<file path="config.mk">
export PLATFORM = sky130hd
export DESIGN_NAME = cmt_player
export DESIGN_NICKNAME = d
export VERILOG_FILES = /design/src/rtl/cmt_player.sv
export SDC_FILE = /design/constraint.sdc
export NUM_CORES = 1
export LEC_CHECK = 0
export ABC_CLOCK_PERIOD_IN_PS = 7500
export CAP_MARGIN = 20
export CELL_PAD_IN_SITES_DETAIL_PLACEMENT = 1
export CELL_PAD_IN_SITES_GLOBAL_PLACEMENT = 2
export CORE_MARGIN = 4
export CORE_UTILIZATION = 49
export CTS_CLUSTER_SIZE = 24
export DETAILED_ROUTE_END_ITERATION = 6
export PLACE_DENSITY_LB_ADDON = 0.1
export REMOVE_ABC_BUFFERS = 1
export SYNTH_ARGS = -nofsm -noshare
export SYNTH_HDL_FRONTEND = slang
export SYNTH_SLANG_ARGS = --single-unit
</file>
<file path="constraint.sdc">
create_clock -name clk -period 7.5 [get_ports clk]
set_input_delay 1.5 -clock clk [delete_from_list [all_inputs] [get_ports clk]]
set_output_delay 1.5 -clock clk [all_outputs]
set_load 0.05 [all_outputs]
</file>
<file path="src/rtl/cmt_player.sv">
// cmt_player: cassette (CMT) playback source.
// Bytes from an image loader are queued in a small FIFO and serialised as
// 600-baud frames (1 start bit 0, 8 data bits LSB first, 2 stop bits 1).
// Each bit lasts 8 sub-ticks of DIV8 clk cycles.
// Optional build macro CMT_PLAYER_FSK_EN: tape_out becomes an FSK tone
// (1 -> 2400 Hz, 0 -> 1200 Hz, phase-continuous) instead of the plain NRZ
// bit level.
module cmt_player #(
    parameter int DIV8       = 2982,
    parameter int DEPTH_LOG2 = 4
) (
    input  logic                  clk,
    input  logic                  reset_n,
    input  logic [7:0]            din,
    input  logic                  din_valid,
    output logic                  din_ready,
    input  logic                  flush,
    input  logic                  motor,
    output logic                  tape_out,
    output logic [DEPTH_LOG2:0]   level,
    output logic                  busy
);

    localparam int DEPTH = 1 << DEPTH_LOG2;
    localparam int CW    = (DIV8 > 1) ? $clog2(DIV8) : 1;

    localparam logic [CW-1:0]         DIV_LAST = CW'(DIV8 - 1);
    localparam logic [CW-1:0]         DIV_ONE  = CW'(1);
    localparam logic [DEPTH_LOG2-1:0] PTR_ONE  = DEPTH_LOG2'(1);
    localparam logic [DEPTH_LOG2:0]   LVL_ONE  = (DEPTH_LOG2 + 1)'(1);

`ifdef CMT_PLAYER_FSK_EN
    localparam logic TAPE_IDLE = 1'b0;
`else
    localparam logic TAPE_IDLE = 1'b1;
`endif

    typedef enum logic [1:0] {
        ST_IDLE,
        ST_START,
        ST_DATA,
        ST_STOP
    } state_t;

    // FIFO storage and bookkeeping
    logic [7:0]            mem [0:DEPTH-1];
    logic [DEPTH_LOG2-1:0] wr_ptr_reg;
    logic [DEPTH_LOG2-1:0] rd_ptr_reg;
    logic [DEPTH_LOG2:0]   level_reg;
    logic                  full;
    logic                  empty;
    logic                  push;
    logic                  pop;

    // Bit timing
    logic [CW-1:0]         div_cnt_reg;
    logic [2:0]            sub_reg;
    logic                  tick;
    logic                  boundary;

    // Transmitter
    state_t                state_reg;
    state_t                state_next;
    logic [2:0]            bit_cnt_reg;
    logic [2:0]            bit_cnt_next;
    logic [7:0]            data_reg;
    logic                  busy_reg;
    logic                  tape_reg;
    logic                  tape_next;

    // Level is at most DEPTH, so its MSB alone marks a full FIFO.
    assign full      = level_reg[DEPTH_LOG2];
    assign empty     = (level_reg == '0);
    assign push      = din_valid & ~full;
    assign din_ready = ~full;
    assign level     = level_reg;
    assign busy      = busy_reg;
    assign tape_out  = tape_reg;

    assign tick     = (div_cnt_reg == DIV_LAST);
    assign boundary = tick && (sub_reg == 3'd7);

    // Line value carried by a given transmitter position.
    function automatic logic bit_value(input state_t st, input logic [2:0] idx,
                                       input logic [7:0] data);
        logic v;
        case (st)
            ST_START: v = 1'b0;
            ST_DATA:  v = data[idx];
            default:  v = 1'b1;
        endcase
        return v;
    endfunction

    // Free-running sub-tick divider and tick-within-bit counter.
    always_ff @(posedge clk or negedge reset_n) begin
        if (!reset_n) begin
            div_cnt_reg <= '0;
            sub_reg     <= 3'd0;
        end else if (flush) begin
            div_cnt_reg <= '0;
            sub_reg     <= 3'd0;
        end else begin
            div_cnt_reg <= tick ? '0 : div_cnt_reg + DIV_ONE;
            if (tick) begin
                sub_reg <= sub_reg + 3'd1;
            end
        end
    end

    // FIFO write port; the storage array is not reset.
    always_ff @(posedge clk) begin
        if (push && !flush) begin
            mem[wr_ptr_reg] <= din;
        end
    end

    // Registered read: the popped byte lands in the transmit holding register.
    always_ff @(posedge clk) begin
        if (pop && !flush) begin
            data_reg <= mem[rd_ptr_reg];
        end
    end

    // FIFO pointers and occupancy; flush overrides any push or pop.
    always_ff @(posedge clk or negedge reset_n) begin
        if (!reset_n) begin
            wr_ptr_reg <= '0;
            rd_ptr_reg <= '0;
            level_reg  <= '0;
        end else if (flush) begin
            wr_ptr_reg <= '0;
            rd_ptr_reg <= '0;
            level_reg  <= '0;
        end else begin
            if (push) begin
                wr_ptr_reg <= wr_ptr_reg + PTR_ONE;
            end
            if (pop) begin
                rd_ptr_reg <= rd_ptr_reg + PTR_ONE;
            end
            case ({push, pop})
                2'b10:   level_reg <= level_reg + LVL_ONE;
                2'b01:   level_reg <= level_reg - LVL_ONE;
                default: level_reg <= level_reg;
            endcase
        end
    end

    // Frame sequencing: all moves happen on bit boundaries; the end of the
    // second stop bit chains straight into a new start bit when data waits.
    always_comb begin
        state_next   = state_reg;
        bit_cnt_next = bit_cnt_reg;
        pop          = 1'b0;
        if (boundary) begin
            case (state_reg)
                ST_IDLE: begin
                    if (motor && !empty) begin
                        pop        = 1'b1;
                        state_next = ST_START;
                    end
                end
                ST_START: begin
                    state_next   = ST_DATA;
                    bit_cnt_next = 3'd0;
                end
                ST_DATA: begin
                    if (bit_cnt_reg == 3'd7) begin
                        state_next   = ST_STOP;
                        bit_cnt_next = 3'd0;
                    end else begin
                        bit_cnt_next = bit_cnt_reg + 3'd1;
                    end
                end
                default: begin
                    if (bit_cnt_reg == 3'd1) begin
                        bit_cnt_next = 3'd0;
                        if (motor && !empty) begin
                            pop        = 1'b1;
                            state_next = ST_START;
                        end else begin
                            state_next = ST_IDLE;
                        end
                    end else begin
                        bit_cnt_next = bit_cnt_reg + 3'd1;
                    end
                end
            endcase
        end
    end

    // Next tape line value.
    always_comb begin
`ifdef CMT_PLAYER_FSK_EN
        // Mark toggles every tick, space every second tick; the shared
        // tick parity keeps the phase continuous across bit changes.
        tape_next = tape_reg;
        if (state_next == ST_IDLE && !motor) begin
            tape_next = 1'b0;
        end else if (tick && (bit_value(state_reg, bit_cnt_reg, data_reg) || sub_reg[0])) begin
            tape_next = ~tape_reg;
        end
`else
        tape_next = bit_value(state_next, bit_cnt_next, data_reg);
`endif
    end

    // Transmitter state with registered busy and tape outputs.
    always_ff @(posedge clk or negedge reset_n) begin
        if (!reset_n) begin
            state_reg   <= ST_IDLE;
            bit_cnt_reg <= 3'd0;
            busy_reg    <= 1'b0;
            tape_reg    <= TAPE_IDLE;
        end else if (flush) begin
            state_reg   <= ST_IDLE;
            bit_cnt_reg <= 3'd0;
            busy_reg    <= 1'b0;
            tape_reg    <= TAPE_IDLE;
        end else begin
            state_reg   <= state_next;
            bit_cnt_reg <= bit_cnt_next;
            busy_reg    <= (state_next != ST_IDLE);
            tape_reg    <= tape_next;
        end
    end

endmodule

</file>
==> out/metrics.json <==
{
  "worst_hold_path_ep": "div_cnt_reg[0]",
  "power.static_leakage_nw": 2.95,
  "tritoncts": "built",
  "synth.lib_cells_used.distinct": 60,
  "die_y_um": 132,
  "first_pass_grt_wire_length_um": 27500,
  "power_per_cell_area_nw_per_um2": 242,
  "core.rowCount": 44,
  "die_width_um": 132,
  "worst-path-buf-inv": 1,
  "dpl.cell_count": 691,
  "core_um2": 14800,
  "setup_total_negative_slack_ps": 0,
  "synth-warning-count": 0,
  "max_cap_viol_count": 0,
  "initialDrtViolationCount": 313,
  "worst-endpoint-arrival_ps": 4090,
  "routedWlPerCell_um": 23.6,
  "initial_core_util_pct": 50.8,
  "largest_reg_flops": 128,
  "post-synth-top-area-cell": "edfxtp_1",
  "r2r_startpoint": "sub_reg[0]",
  "synth_top_area_share_pct": 54.5,
  "synth_cells": 506,
  "cts_repair_resizes": 0,
  "reg_to_reg_setup_timing_slack_ps": 4250,
  "post_synth.cell_area_avg_um2": 14.8,
  "crit_path_cell_trace": "clkdlybuf4s50_1, nor2b_1, nor4_4, xor2_1, ha_1, o31ai_1, nor2_1, or3_1, a31oi_1",
  "cp_max_fo": 8,
  "min-delay-start": "div_cnt_reg[0]",
  "detail_route.first_pass.iterations": 4,
  "via_count": 4264,
  "number_of_global_route_vias_before_repair": 4680,
  "setup_violations": 0,
  "synth_async_sr_flop_share_pct": 20.5,
  "worstSetupPathType": "in2reg",
  "post_synth_edffs": 136,
  "routed_wl_um": 17100,
  "power_mw": 2.05,
  "htree_levels": 4,
  "port_buffers": 20,
  "clock.fmax_mhz": 267,
  "ys_seq_area_share_pct": 66.2,
  "grt_overflow_total": 0,
  "antenna_cells_inserted": 0,
  "crit_family": "simple AND/OR/NAND/NOR gates",
  "cts_setup_buffers": 0,
  "clk_root_buffer_cell": "clkbuf_16",
  "result_of_the_run": "complete, no violations",
  "maxSlewViolCount": 0,
  "tritoncts.num_buffers": 17,
  "worstHoldPathType": "reg2reg",
  "antenna_left": 0,
  "synth.ff_latch_count": 171,
  "layout.nets": 558,
  "skew_pair_late_insertion_delay_ps": 430,
  "number_of_sinks_handled_by_clock_tree_synthesis": 171,
  "post-route-drc-count": 0,
  "fin_skew_ps": 7.18,
  "area_enclosed_by_the_die_boundary_um2": 17300,
  "min_period_over_period_pct": 49.9,
  "tightest_slew_ps": 868,
  "pin_count": 21,
  "finalHoldViolCount": 0,
  "critical_path.startpoint_type": "input pin",
  "unrepaired_setup_endpoints_after_global_routing": "false",
  "clk_path_buf_depth": 2,
  "syn-cell-area_um2": 7500,
  "cts_hold_repair.buffers": 0,
  "syn2layout_area_growth_pct": 13.0,
  "max_slew_margin_pct": 42.1,
  "post_drt_via_cell_ratio": 5.89,
  "grt_antenna_before_repair": 0,
  "worstPathRequired_ps": 7850,
  "clock_pin_slew_on_the_worst_setup_and_hold_paths_ps": 70,
  "layout_cell_share_with_drive_strength_beyond_1_pct": 15.4,
  "track_usage_pct": 21.1,
  "synth.area.top_cells": "edfxtp_1 54%, dfrtp_1 11%, mux4_2 4.8%",
  "worst_hold_path_stage_count": 1,
  "regToRegEndpoint": "level[4]",
  "dp_hpwl_um": 11400,
  "yosys_most_used_dff": "edfxtp_1",
  "max_stage_delay_ps": 630,
  "rr_worst_depth": 11,
  "vdd.ir_drop.worst_mv": 0.233,
  "instances_no_fill": 724,
  "cp_slowest_cell": "nor2b_1",
  "finalWorstPathRequiredPeriod_ps": 3740,
  "maximum_number_of_pins_on_one_net_before_global_route_repair": 52,
  "gp_routability_congestion": 0.765,
  "cp-end-kind": "register"
}
## where the power goes
part           internal, mW  switching [mW]  total, mW  leakage, nW
combinational        0.0232          0.0479     0.0711        0.936
clock                 0.537           0.398      0.935        0.308
sequential             1.03         0.00873       1.04         1.70
total                  1.59           0.454       2.05         2.95
## layout make-up
class | count | area [um2]
fill | 1373 | 6280
sequential | 171 | 4960
multi-input combinational | 301 | 2390
clock buffer | 17 | 425
timing repair buffer | 25 | 233
tap | 184 | 230
clock inverter | 15 | 196
inverter | 11 | 41.3
## per-stage QoR
step	utilization (%)	setup WS [ps]	hold WS, ps	instance area [um2]
2_1_floorplan	-	4150	474	7390
3_3_place_gp	53.2	3400	506	7850
3_5_place_dp	53.2	3290	516	7850
4_1_cts	57.4	3750	525	8470
5_1_grt	57.5	3580	557	8480
6_report	57.5	3760	520	8480
## cells by family after synthesis
kind of cell | count (synthesis) | synth area share, %
mux | 53 | 9.89
compound gates | 75 | 6.84
flops | 171 | 66.2
simple gates | 135 | 9.78
fa+ha+maj | 18 | 3.00
buf+inv | 34 | 1.99
xor+xnor | 20 | 2.34
## layer usage
layer  part of all wire (%)  GRT usage, %
met3                    4.9          4.85
met1                     41          26.9
met2                     52          36.3
met5                      0             0
met4                    1.6          6.36
## worst max path at each step
stage               from       end  slack [ps]  depth (start not counted)
6_report       din_valid  level[4]        3760                          9
5_1_grt        din_valid  level[4]        3580                          9
4_1_cts        din_valid  level[4]        3750                          9
3_5_place_dp   din_valid  level[4]        3290                          9
3_3_place_gp   din_valid  level[4]        3400                          9
2_1_floorplan  din_valid  level[4]        4150                          8
## layout by cell type (no fill, tap or decap), drive strengths merged, types with 5 or more instances in the layout
master         instances
xor2                  12
edfxtp               136
a221oi                 8
xnor2                  8
ha                    18
o21ai                 22
mux4                  16
clkbuf                17
dfrtp                 34
inv                   20
nor2b                  5
nor2                  49
a22oi                 11
nand2                 22
and3                  12
mux2                   9
nand3                 11
clkdlybuf4s50         19
buf                    6
mux2i                 28
a21oi                 16
## cells in the mapped netlist (all sizes together), types with 3 or more instances
master,instances
mux2i,28
nor2b,5
mux2,9
xnor2,8
dfrtp,34
a22oi,11
and2,3
inv,11
nor4,4
clkbuf,14
xor2,12
a21oi,16
a221oi,8
or3b,4
nand2,22
buf,9
a211oi,4
a31oi,4
nor3,3
nand3b,4
nand2b,4
or2,3
ha,18
and3,12
mux4,16
nor2,49
nand3,11
o21ai,22
edfxtp,136
nand4,3
No activity file was read; power rests on OpenSTA's default activity.
